`config.mk`:
```
export PLATFORM = sky130hd
export DESIGN_NAME = pipe_run_sequencer_flat
export DESIGN_NICKNAME = d
export VERILOG_FILES = /design/src/rtl/pipe_run_sequencer_if.sv /design/src/rtl/pipe_run_sequencer.sv /design/src/flat_wrapper.sv
export SDC_FILE = /design/constraint.sdc
export NUM_CORES = 1
export LEC_CHECK = 0
export ABC_CLOCK_PERIOD_IN_PS = 1670
export BUFFER_PORTS_ARGS = -buffer_cell sky130_fd_sc_hd__buf_2
export CELL_PAD_IN_SITES_DETAIL_PLACEMENT = 1
export CELL_PAD_IN_SITES_GLOBAL_PLACEMENT = 2
export CORE_MARGIN = 2
export CORE_UTILIZATION = 28
export DETAILED_ROUTE_END_ITERATION = 16
export GPL_TIMING_DRIVEN = 0
export PLACE_DENSITY_LB_ADDON = 0.1
export SLEW_MARGIN = 40
export SYNTH_ARGS = -nofsm -noshare
export SYNTH_HDL_FRONTEND = slang
export SYNTH_SLANG_ARGS = --single-unit
```
`constraint.sdc`:
```
create_clock -name i_clk -period 1.67 [get_ports i_clk]
set_input_delay 0.334 -clock i_clk [delete_from_list [all_inputs] [get_ports i_clk]]
set_output_delay 0.334 -clock i_clk [all_outputs]
set_load 0.05 [all_outputs]
```
`src/rtl/pipe_run_sequencer_if.sv`:
```
// Control/status bundle between the pipeline sequencer and the debug/decode logic.
interface pipe_run_sequencer_if #(
    parameter int unsigned PERF_W = 16
);
    logic              start;
    logic              step;
    logic              halt_req;
    logic              jump;
    logic              pc_en;
    logic              if_id_en;
    logic              if_id_flush;
    logic [1:0]        state;
    logic              busy;
    logic [PERF_W-1:0] retired_cnt;
    logic [PERF_W-1:0] squash_cnt;
    logic [PERF_W-1:0] cycle_cnt;

    modport master (
        output start, step, halt_req, jump,
        input  pc_en, if_id_en, if_id_flush, state, busy,
        input  retired_cnt, squash_cnt, cycle_cnt
    );

    modport slave (
        input  start, step, halt_req, jump,
        output pc_en, if_id_en, if_id_flush, state, busy,
        output retired_cnt, squash_cnt, cycle_cnt
    );
endinterface

```
`src/rtl/pipe_run_sequencer.sv`:
```
// Run/halt/single-step sequencer for the 4-stage pipeline: fetch gating, jump squash,
// drain-before-halt, per-stage valid tracking and saturating debug counters.
module pipe_run_sequencer #(
    parameter int unsigned DEPTH  = 4,
    parameter int unsigned PERF_W = 16
) (
    input logic                 i_clk,
    input logic                 i_rst_n,
    pipe_run_sequencer_if.slave io_seq
);
    localparam logic [1:0] ST_IDLE  = 2'b00;
    localparam logic [1:0] ST_RUN   = 2'b01;
    localparam logic [1:0] ST_DRAIN = 2'b10;
    localparam logic [1:0] ST_STEP  = 2'b11;

    logic [1:0]        r_state;
    logic [1:0]        w_state_d;
    logic              r_halt_pend;
    logic              w_halt_pend_d;
    logic              w_halt_pend;
    logic [DEPTH-2:0]  r_v;
    logic [PERF_W-1:0] r_retired;
    logic [PERF_W-1:0] r_squash;
    logic [PERF_W-1:0] r_cycle;
    logic              w_pc_en;
    logic              w_squash;
    logic              w_busy;

    function automatic logic [PERF_W-1:0] sat_inc(input logic [PERF_W-1:0] cnt,
                                                  input logic inc);
        return (inc && (cnt != '1)) ? cnt + PERF_W'(1) : cnt;
    endfunction

    always_comb begin
        w_pc_en  = (r_state == ST_RUN) || (r_state == ST_STEP);
        w_squash = io_seq.jump && r_v[0] && w_pc_en;
        w_busy   = (r_state != ST_IDLE);
    end

    always_comb begin
        io_seq.pc_en       = w_pc_en;
        io_seq.if_id_en    = w_pc_en;
        io_seq.if_id_flush = !w_pc_en || w_squash;
        io_seq.state       = r_state;
        io_seq.busy        = w_busy;
        io_seq.retired_cnt = r_retired;
        io_seq.squash_cnt  = r_squash;
        io_seq.cycle_cnt   = r_cycle;
    end

    always_comb begin
        w_state_d     = r_state;
        w_halt_pend_d = r_halt_pend;
        w_halt_pend   = io_seq.halt_req || r_halt_pend;
        case (r_state)
            ST_IDLE: begin
                if (io_seq.start) begin
                    w_state_d = ST_RUN;
                end else if (io_seq.step) begin
                    w_state_d = ST_STEP;
                end
            end
            ST_RUN: begin
                // A halt racing a taken jump waits one cycle so the target gets fetched.
                if (w_halt_pend) begin
                    if (!w_squash) begin
                        w_state_d     = ST_DRAIN;
                        w_halt_pend_d = 1'b0;
                    end else begin
                        w_halt_pend_d = 1'b1;
                    end
                end
            end
            ST_STEP: begin
                w_state_d = ST_DRAIN;
            end
            ST_DRAIN: begin
                // Leave as the oldest valid instruction retires on this edge.
                if (r_v[DEPTH-3:0] == '0) begin
                    w_state_d = ST_IDLE;
                end
            end
            default: begin
                w_state_d = ST_IDLE;
            end
        endcase
    end

    always_ff @(posedge i_clk) begin
        if (!i_rst_n) begin
            r_state     <= ST_IDLE;
            r_halt_pend <= 1'b0;
            r_v         <= '0;
            r_retired   <= '0;
            r_squash    <= '0;
            r_cycle     <= '0;
        end else begin
            r_state     <= w_state_d;
            r_halt_pend <= w_halt_pend_d;
            r_v         <= {r_v[DEPTH-3:0], w_pc_en && !w_squash};
            r_retired   <= sat_inc(r_retired, r_v[DEPTH-2]);
            r_squash    <= sat_inc(r_squash, w_squash);
            r_cycle     <= sat_inc(r_cycle, w_busy);
        end
    end
endmodule
```
`src/flat_wrapper.sv`:
```
// flat-port wrapper written by rule: the top's interface ports become plain ports
module pipe_run_sequencer_flat 
#(
    parameter int unsigned DEPTH  = 4,
    parameter int unsigned PERF_W = 16
)
  (i_clk, i_rst_n, io_seq_start, io_seq_step, io_seq_halt_req, io_seq_jump, io_seq_pc_en, io_seq_if_id_en, io_seq_if_id_flush, io_seq_state, io_seq_busy, io_seq_retired_cnt, io_seq_squash_cnt, io_seq_cycle_cnt);
  pipe_run_sequencer_if #(.PERF_W(PERF_W)) io_seq_i ();
  input logic i_clk;
  input logic i_rst_n;
  input wire logic [$bits(io_seq_i.start)-1:0] io_seq_start;
  input wire logic [$bits(io_seq_i.step)-1:0] io_seq_step;
  input wire logic [$bits(io_seq_i.halt_req)-1:0] io_seq_halt_req;
  input wire logic [$bits(io_seq_i.jump)-1:0] io_seq_jump;
  output wire logic [$bits(io_seq_i.pc_en)-1:0] io_seq_pc_en;
  output wire logic [$bits(io_seq_i.if_id_en)-1:0] io_seq_if_id_en;
  output wire logic [$bits(io_seq_i.if_id_flush)-1:0] io_seq_if_id_flush;
  output wire logic [$bits(io_seq_i.state)-1:0] io_seq_state;
  output wire logic [$bits(io_seq_i.busy)-1:0] io_seq_busy;
  output wire logic [$bits(io_seq_i.retired_cnt)-1:0] io_seq_retired_cnt;
  output wire logic [$bits(io_seq_i.squash_cnt)-1:0] io_seq_squash_cnt;
  output wire logic [$bits(io_seq_i.cycle_cnt)-1:0] io_seq_cycle_cnt;
  assign io_seq_i.start = io_seq_start;
  assign io_seq_i.step = io_seq_step;
  assign io_seq_i.halt_req = io_seq_halt_req;
  assign io_seq_i.jump = io_seq_jump;
  assign io_seq_pc_en = io_seq_i.pc_en;
  assign io_seq_if_id_en = io_seq_i.if_id_en;
  assign io_seq_if_id_flush = io_seq_i.if_id_flush;
  assign io_seq_state = io_seq_i.state;
  assign io_seq_busy = io_seq_i.busy;
  assign io_seq_retired_cnt = io_seq_i.retired_cnt;
  assign io_seq_squash_cnt = io_seq_i.squash_cnt;
  assign io_seq_cycle_cnt = io_seq_i.cycle_cnt;
  pipe_run_sequencer #(.DEPTH(DEPTH), .PERF_W(PERF_W)) u_core (.i_clk(i_clk), .i_rst_n(i_rst_n), .io_seq(io_seq_i));
endmodule
```
**Word-level counts from Yosys, hierarchy flattened**

Cells that the tools add are included.

- Add/sub/neg operators: 3
- Eq/ne operators: 10
- Multiplexer cells: 7
- Reduce and logical (&&, ||, !) cells: 16

Operators by type and width:

| cell | count |
|---|---|
| adder 16 x 1 -> 16 bit (second input constant) | 3 |
| inequality test 16 bit (second input constant) | 3 |
| two-way mux 2 bit | 5 |
| one-hot mux 2 bit (4 select lines) | 1 |
| logical AND 1 bit | 6 |
| == test 2 bit (second input constant) | 2 |
| zero test 2 bit | 2 |
| inequality test 2 x 1 -> 1 bit (second input constant) | 2 |
| AND reduction 4 bit | 1 |
| logical OR 1 bit | 3 |
| inequality test 3 bit (second input constant) | 1 |
| == test 2 x 1 -> 1 bit (second input constant) | 1 |
| zero test 1 bit | 2 |
| inequality test 2 bit (second input constant) | 1 |
| AND reduction 2 bit | 1 |
| nonzero test 2 bit | 1 |
| two-way mux 1 bit | 1 |

- Flip-flop bits (word level): 54
- Input bits: 6
- Word-level logic and storage cells: 42

**Longest topological paths before layout**

- Depth in word-level cells: 6
- Gate-level depth with buffers: 6

**Worst setup path before layout**

No wires, ideal clock.

- Path kind: reg-to-reg
- Start: register u_core.r_state[0], in the netlist u_core.io_seq.state[0]
- End: register u_core.r_cycle[8], in the netlist u_core.io_seq.cycle_cnt[8]
- Arrival: 2.235 ns
- Data required time: 1.600 ns
- Slack: -0.635 ns
- Stages on the path, launching flop included: 7
- Buffers on the path: 1
- Clock period less this slack: 2.305 ns
- Path through: dfxtp_1 > buf_2 > nor2_1 > inv_1 > nand4_1 > or4_1 > a21oi_1

- Word-level cells in the longest chain between the ends: 2

RTL lines:

| element | RTL line | text |
|---|---|---|
| start: declaration | pipe_run_sequencer.sv:16 | `logic [1:0] r_state;` |
| start signal: assignment | pipe_run_sequencer.sv:98 | `r_state <= w_state_d;` |
| nonzero test 2 bit | pipe_run_sequencer.sv:37 | `w_busy = (r_state != ST_IDLE);` |
| named net io_seq_busy | flat_wrapper.sv:19 | `output wire logic [$bits(io_seq_i.busy)-1:0] io_seq_busy;` |
| logical AND 1 bit | pipe_run_sequencer.sv:31 | `return (inc && (cnt != '1)) ? cnt + PERF_W'(1) : cnt;` |
| end signal: assignment | pipe_run_sequencer.sv:103 | `r_cycle <= sat_inc(r_cycle, w_busy);` |
| end: declaration | pipe_run_sequencer.sv:24 | `logic [PERF_W-1:0] r_cycle;` |

The timed path passes the listed nets, and every way through them passes these cells.
A chain may end at the register's enable or synchronous reset.

**Worst setup path after layout**

- Start: register u_core.r_retired[0], in the netlist u_core.io_seq.retired_cnt[0]
- End: register u_core.r_retired[14], in the netlist u_core.io_seq.retired_cnt[14]

- Word-level cells in the longest chain between the ends: 2
- Elaborated cells on any way between the ends: 3
- Those cells by class: add/sub (1); eq/ne (1); reduce/logical (1)

RTL lines:

| element | RTL line | text |
|---|---|---|
| start: declaration | pipe_run_sequencer.sv:22 | `logic [PERF_W-1:0] r_retired;` |
| start signal: assignment | pipe_run_sequencer.sv:101 | `r_retired <= sat_inc(r_retired, r_v[DEPTH-2]);` |
| parallel branches: the longest is 2 deep, another holds adder 16 x 1 -> 16 bit | -- |  |

Parallel ways; which one is timed is not known.

==> impl_metrics.toml <==
[run_status]
status = "complete, but fails checks"
violations = "negative setup slack"

[power_and_ir_drop]
total_power_mw = 2.36
p_per_area_mw_per_mm2 = 624
ir_drop_v = 0.000330
p_leak_nw = 1.45

[yosys]
synth_edf_count = 0
synth_cells = 322
syn_area_mm2 = 0.00270
syn_nets = 331
seq_area_frac_synth_pct = 40.0
synthFlopType = "dfxtp_1"
synth.distinct_cells = 49
async_flop_share_pct = 0
ys_ff_latch = 54
synth_area_per_cell_um2 = 8.40
yosys_warnings = 0

[cells_and_area]
drive_above_1_share_pct = 43.1
antenna_cells = 0
final_nets = 423
final_cell_mix = "buf_2 (60), nand2_1 (33), dfxtp_4 (31)"
layout_commonest_cell = "buf_2"
nFillCells = 1151
syn2layout_area_growth_pct = 39.7
final_util_pct = 40.7

[drt]
top_layer_used = "met4"
wl_per_cell_um = 16.3
dr_wl_met3_um = 240
vias = 2895
wl_met1_mm = 4.19
drc = 0
dr_wl_met2_mm = 4.36
first_pass_iters = 4
drt_iter0_markers = 58
vias_per_cell = 5.32
final_antenna_net_count = 0
drt-total-wl_mm = 8.87

[global_route]
grt_overflow = 0
grt_usage_pct = 16.8
grt_pass1_vias = 2747
antenna_found_initial = 0
grt_first_pass_wirelength_mm = 13.9
grt_max_degree = 16

[die]
start_util_pct = 29.1
dieArea_mm2 = 0.0105
die_x_um = 102
core-area_mm2 = 0.00928
ios = 60
die_y_um = 102
rows = 35

[worst_setup_path]
worstPathMaxFanout = 3
reg2reg_setup_slack_ns = -0.003
cp_slowest_stage_delay_ns = 0.43
crit_buf_inv = 0
startpoint_type = "flop"
critPathSlowestCell = "or4_4"
arrival_ns = 1.90
crit_required_ns = 1.90
crit_chain = "ha_4 > nand4_4 > or4_4 > or4_1 > a21oi_1"
cp_top_family = "simple AND/OR/NAND/NOR gates"
worstSetupPathType = "reg -> reg"
endpoint_kind = "flop"

[worst_hold_path]
min_path_type = "in -> reg"

[clocking]
clkTransAtPathRegs_ns = 0.10
h-tree-depth = 2
cts_tree = "built"
numCtsBuffers = 5
cts_buffer_depth = 2
cts-root-buf = "clkbuf_8"
clk_latency_ns = 0.30
clock-sinks = 54

[timing]
worstMarginPinSlew_ns = 0.648
worst_slack_ns = -0.00259
fmax_ghz = 0.598
slew_headroom_pct = 56.8
finalSetupViolCount = 1
hold_violations = 0
skew_ns = 0.00939
tns_ns = -0.00259
finalCritPeriodShare_pct = 100
period_needed_ns = 1.67
rsz0062_at_grt = "true"
slew_violations = 0

[place]
gp_congestion = 0.746
dp_hpwl_mm = 6.26
io_buffers = 59

[run]
cap_viol_max_count = 0
power breakdown:
part | leakage, nW | switching [mW] | internal (mW)
clock network | 0.0482 | 0.429 | 0.336
registers | 0.469 | 0.0369 | 1.27
logic | 0.932 | 0.208 | 0.0755
tightest hold or removal path: stages:
cell	delay, ns
buf_2	0.12
nand2_1	0.08
a211oi_1	0.06
worst paths after layout:
check	startpoint	end	depth (start not counted)
setup / recovery	u_core.io_seq.retired_cnt[0]	u_core.io_seq.retired_cnt[14]	5
hold / removal	io_seq_jump	u_core.r_halt_pend	3
setup reg to reg	u_core.io_seq.retired_cnt[0]	u_core.io_seq.retired_cnt[14]	5
hold reg to reg	u_core.r_v[1]	u_core.r_v[2]	1
repair_timing:
action                     4_1_cts  5_1_grt
resized for setup                9       32
pin swaps                        7       12
gates cloned                     0        1
buffers inserted                12       14
hold buffers                     0        0
setup endpoints to repair       32       32
stage by stage:
step	instances	setup slack [ns]	hold slack, ns	area [um2]
global placement	510	-0.221	0.447	3350
CTS	530	-0.0732	0.331	3570
floorplan	322	-0.166	0.431	2900
global route	544	-0.0428	0.356	3780
finish	544	-0.00259	0.346	3780
detailed placement	510	-0.229	0.456	3350
state kept, by name, summed over array words and instances (netlist names):
name                       count
u_core.io_seq.cycle_cnt       16
u_core.io_seq.retired_cnt     16
u_core.io_seq.squash_cnt      16
u_core.io_seq.state            2
u_core.r_halt_pend             1
u_core.r_v                     3
layer usage:
metal / up-vias / GRT usage [%]
met3: 4 / 2.53
li1: 1425 / -
met2: 43 / 28.2
met1: 1423 / 23.0
met5: - / 0
met4: 0 / 3.08
cells in the mapped netlist (2+ instances only):
cell      instances  area (um2)
or4_1            15         113
o41ai_1           4        35.0
a211oi_1          2        15.0
nand2_1          35         131
clkbuf_1         11        41.3
nand3_1          13        65.1
nor3b_1           3        22.5
mux2i_1          12         120
a31oi_1           3        18.8
ha_1              3        37.5
and2_1            3        18.8
o21ai_0          15        75.1
and4_1            4        35.0
o211a_1           2        20.0
buf_2             2        10.0
or3_1             5        31.3
o311ai_0          2        17.5
nor3_1            8        40.0
nand4_2           2        25.0
nand4_1          16         100
nor4_1            9        56.3
o211ai_1          4        30.0
inv_1            11        41.3
a21oi_1          32         160
nor2_1            8        30.0
o31ai_1          13        97.6
and3_1            2        12.5
or2_1             2        12.5
nand2b_1          8        50.1
dfxtp_1          54        1080
cells by family after synthesis:
group | count (synthesis) | share of synthesized area [%]
mux | 12 | 4.44
buf+inv | 25 | 3.70
fa+ha+maj | 3 | 1.39
xor+xnor | 1 | 0.324
simple gates | 142 | 30.2
compound gates | 85 | 20.0
flops | 54 | 40.0
final cells by class:
class                           count  area [um2]  area share (%)
Buffer                             13        72.6            1.92
Clock buffer                        7        86.3            2.29
Clock inverter                      1        5.00           0.133
Inverter                           11        43.8            1.16
Multi-Input combinational cell    243        1690            44.6
Sequential cell                    54        1220            32.3
Tap cell                          129         161            4.27
Timing Repair Buffer               86         503            13.3
No activity file was read; power rests on OpenSTA's default activity.
